## config.mk

```make
export PLATFORM = sky130hd
export DESIGN_NAME = add_arbiter
export DESIGN_NICKNAME = d
export VERILOG_FILES = /design/src/rtl/add_arb_pkg.sv /design/src/rtl/add_arbiter_rr.sv /design/src/rtl/add_arbiter.sv
export SDC_FILE = /design/constraint.sdc
export NUM_CORES = 1
export LEC_CHECK = 0
export CAP_MARGIN = 20
export CORE_UTILIZATION = 30
export DETAILED_ROUTE_END_ITERATION = 10
export GPL_TIMING_DRIVEN = 0
export PLACE_DENSITY = 0.77
export RECOVER_POWER = 25
export SLEW_MARGIN = 20
export SYNTH_ARGS = -nofsm -noshare
export SYNTH_HDL_FRONTEND = slang
export SYNTH_HIERARCHICAL = 1
export SYNTH_SLANG_ARGS = --single-unit
```

## constraint.sdc

```tcl
create_clock -name clk -period 2.1 [get_ports clk]
set_input_delay 0.42 -clock clk [delete_from_list [all_inputs] [get_ports clk]]
set_output_delay 0.42 -clock clk [all_outputs]
set_load 0.03 [all_outputs]
```

## src/rtl/add_arb_pkg.sv

```systemverilog
// add_arb_pkg: shared defaults and FSM state encoding for add_arbiter.
package add_arb_pkg;
    localparam int DEF_N_REQ = 4;
    localparam int DEF_W_OP  = 16;
    typedef enum logic [0:0] {IDLE = 1'b0, BUSY = 1'b1} state_e;
endpackage

```

## src/rtl/add_arbiter_rr.sv

```systemverilog
// rr_arbiter: one-hot grant plus index; round-robin from ptr+1 with ADD_ARB_RR_EN,
// otherwise fixed priority (lowest index wins, ptr ignored).
module rr_arbiter
    import add_arb_pkg::*;
#(
    parameter int N    = DEF_N_REQ,
    parameter int W_ID = $clog2(N)
) (
    input  logic [N-1:0]    req,
    input  logic [W_ID-1:0] ptr,
    output logic [N-1:0]    grant,
    output logic [W_ID-1:0] idx
);
`ifdef ADD_ARB_RR_EN
    int k;
    // Walk from the farthest candidate to the nearest so the nearest after ptr wins.
    always_comb begin
        grant = '0;
        idx   = '0;
        k     = 0;
        for (int i = N; i >= 1; i--) begin
            k = (int'(ptr) + i) % N;
            if (req[k]) begin
                grant    = '0;
                grant[k] = 1'b1;
                idx      = W_ID'(k);
            end
        end
    end
`else
    logic unused_ptr;
    assign unused_ptr = ^ptr;
    always_comb begin
        grant = '0;
        idx   = '0;
        for (int i = N - 1; i >= 0; i--) begin
            if (req[i]) begin
                grant    = '0;
                grant[i] = 1'b1;
                idx      = W_ID'(i);
            end
        end
    end
`endif
endmodule

```

## src/rtl/add_arbiter.sv

```systemverilog
// add_arbiter: N_REQ requesters share one registered signed adder with a one-deep output slot.
// Define ADD_ARB_RR_EN for round-robin arbitration; default is fixed priority.
module add_arbiter
    import add_arb_pkg::*;
#(
    parameter  int N_REQ = DEF_N_REQ,
    parameter  int W_OP  = DEF_W_OP,
    localparam int W_SUM = W_OP + 1,
    localparam int W_ID  = $clog2(N_REQ)
) (
    input  logic                       clk,
    input  logic                       rst_n,
    input  logic [N_REQ-1:0]           req_valid,
    output logic [N_REQ-1:0]           req_ready,
    input  logic [N_REQ-1:0][W_OP-1:0] req_a,
    input  logic [N_REQ-1:0][W_OP-1:0] req_b,
    output logic                       rsp_valid,
    input  logic                       rsp_ready,
    output logic [W_SUM-1:0]           rsp_sum,
    output logic [W_ID-1:0]            rsp_id
);
    state_e           state;
    logic [W_ID-1:0]  ptr;
    logic [W_ID-1:0]  idx;
    logic [N_REQ-1:0] grant;
    logic             slot_free;
    logic             xfer;
    logic [W_SUM-1:0] sum_next;

    rr_arbiter #(.N(N_REQ), .W_ID(W_ID)) u_arb (
        .req   (req_valid),
        .ptr   (ptr),
        .grant (grant),
        .idx   (idx)
    );

    assign slot_free = (state == IDLE) || (state == BUSY && rsp_ready);
    // Held low while in reset so nothing is accepted against a slot being cleared.
    assign req_ready = (rst_n && slot_free) ? grant : '0;
    assign xfer      = |req_ready;
    assign sum_next  = {req_a[idx][W_OP-1], req_a[idx]} + {req_b[idx][W_OP-1], req_b[idx]};
    assign rsp_valid = (state == BUSY);

    always_ff @(posedge clk or negedge rst_n) begin
        if (!rst_n) begin
            state   <= IDLE;
            rsp_sum <= '0;
            rsp_id  <= '0;
            ptr     <= W_ID'(N_REQ - 1);
        end else if (xfer) begin
            state   <= BUSY;
            rsp_sum <= sum_next;
            rsp_id  <= idx;
            ptr     <= idx;
        end else if (rsp_ready) begin
            state   <= IDLE;
        end
    end
endmodule
```

==> impl_metrics.toml <==
[sta]
final-max-slew-violation-count = 0
worstMarginPinSlew_ns = 1.27
hold_slack_ns = 0.425
post-route-min-period_ns = 2.97
fmaxAchievable_ghz = 0.337
setup_viol = 20
max_slew_margin_pct = 15.4
setup_ws_ns = -0.869
hold_viol_final = 0
rsz0062_at_grt = "yes"
fin_crit_sh_pct = 141
skew_ns = 0.00503

[clock_network]
cts_buffers = 3
cts.path.max_buffers = 2
insertion_delay_ns = 0.25
cts_hold_buf = 0
root_buffer = "clkbuf_8"
cts_tree = "done"
clk_pin_slew_ns = 0.07
cts_max_level = 1
clock_sinks = 20

[grt]
antenna_found_initial = 0
grt_pass1_wl_mm = 12.9
globalRoute.totalOverflow = 0
grt_pass1_vias = 2783
grt_max_degree = 27
grtUsageTotal_pct = 18.6

[placement]
routabilityCongestion = 0.842
place_area_um2 = 4270
dp_hpwl_mm = 6.71
io_buffers = 158

[setup_path]
cp_data_arrival_time_ns = 3.10
start_kind = "input port"
path_max_fanout = 4
required_ns = 2.23
endpoint_kind = "flop"
worstSetupPathType = "in -> reg"

[die]
die_area_um2 = 8710
die_x_um = 93.3
num_rows = 32
die_h_um = 93.3
initial_core_util_pct = 31.7
core_um2 = 7890
pin_count = 159

[run_status]
violations = "setup timing"
status = "finished, violations left"

[yosys]
synth_nets = 392
synth_warnings = 6
syn_avg_cell_area_um2 = 10.4
synth_area_um2 = 2500
syn_inst = 240

[worst_hold_path]
min_path_type = "in -> async"

[finish]
drive_gt1_share_pct = 33.3
final_cell_area_um2 = 4840
nets = 578
area_growth_syn_to_layout_pct = 93.5
fillers = 636
diodes = 0
finalCoreUtilization_pct = 61.4

[power]
ir_worst_vdd_mv = 0.291
powerDensity_nw_per_um2 = 603
leakage_uw = 0.00184

[detailed_routing]
dr.pass1.iters = 4
wl_mm = 8.39
num_vias = 2784
drt-wirelength-per-cell_um = 15.9
drcViolationCount = 0
via_per_inst = 5.29
drtIter0Drc = 226
ant_nets = 0

[flow_run]
drv_cap = 0
[through the flow]
step / setup slack [ns] / power (uW) / instances / setup TNS, ns
after global routing: -0.926 / 3110 / 526 / -13.34
final: -0.869 / 2920 / 526 / -10.66
after floorplan: -0.890 / 1640 / 240 / -11.16
after detailed placement: -1.86 / 2360 / 500 / -31.68
after CTS: -0.897 / 2730 / 516 / -10.42
after global placement: -1.85 / 2330 / 500 / -31.03
[cells in the final DEF, fill, tap and decap left out, drive strengths merged, types with 4 or more instances in the layout]
cell / n
xor2: 4
o2111ai: 5
nand2b: 4
dfrtp: 20
mux4: 32
o21a: 5
nor2: 9
o21ai: 10
and3: 7
clkbuf: 10
ha: 16
nand3: 10
or4: 6
nand2: 31
clkdlybuf4s50: 149
a21oi: 22
nand4: 5
nor3: 9
buf: 42
[critical path, stage by stage]
cell and delay (ns):
buf_6 0.09, nand2b_4 0.14, a21oi_4 0.12, buf_6 0.15
buf_12 0.12, mux4_2 0.52, ha_4 0.20, fa_2 0.35
a21o_4 0.23, a221oi_4 0.31, buf_4 0.18, xor2_2 0.16
o21ai_1 0.09
[power by group]
part | internal [uW] | switching (uW) | leakage, uW
sequential | 519 | 79.1 | 0.000247
combinational | 1080 | 1000 | 0.00157
clock | 127 | 110 | 0.0000216
total | 1730 | 1190 | 0.00184
[area by class of cell]
class / count / area [um2] / area share [%]
clock buffer: 3 / 41.3 / 0.853
tap: 102 / 128 / 2.64
timing repair buffer: 181 / 1750 / 36.2
multi-input combinational: 198 / 2170 / 44.9
buffer: 20 / 240 / 4.96
inverter: 2 / 7.51 / 0.155
sequential: 20 / 500 / 10.3
[final timing paths]
| kind | start | to | slack, ns | cells past startpoint |
|---|---|---|---|---|
| worst max-delay path | req_valid[2] | rsp_sum[6] | -0.87 | 13 |
| worst min-delay path | rst_n | rsp_sum[16] | 0.42 | 1 |
| worst max register to register | rsp_valid | rsp_sum[12] | 0.55 | 5 |
| worst min register to register | rsp_sum[0] | rsp_sum[0] | 0.47 | 2 |
| max in group asynchronous | rst_n | rsp_sum[11] | 0.92 | 1 |
| min in group clk | rsp_sum[0] | rsp_sum[0] | 0.47 | 2 |
[what timing repair did]
action,4_1_cts,5_1_grt
buffers inserted,13,10
endpoints found under the setup margin,24,19
pin swaps,10,17
gates resized for setup,65,56
gates cloned,0,0
[sequential cells by signal (all words and copies together), names as in the netlist]
signal / count
rsp_id: 2
rsp_sum: 17
rsp_valid: 1
[layer usage]
layer  vias to the layer above  GRT usage, %  routed length, um
met1                      1314          23.4               3220
met3                         8          1.95                537
li1                       1322             -                  -
met4                         0          2.82                 51
met5                         -             0                  0
met2                       140          34.7               4580
Power figures use the tool's default switching activity.
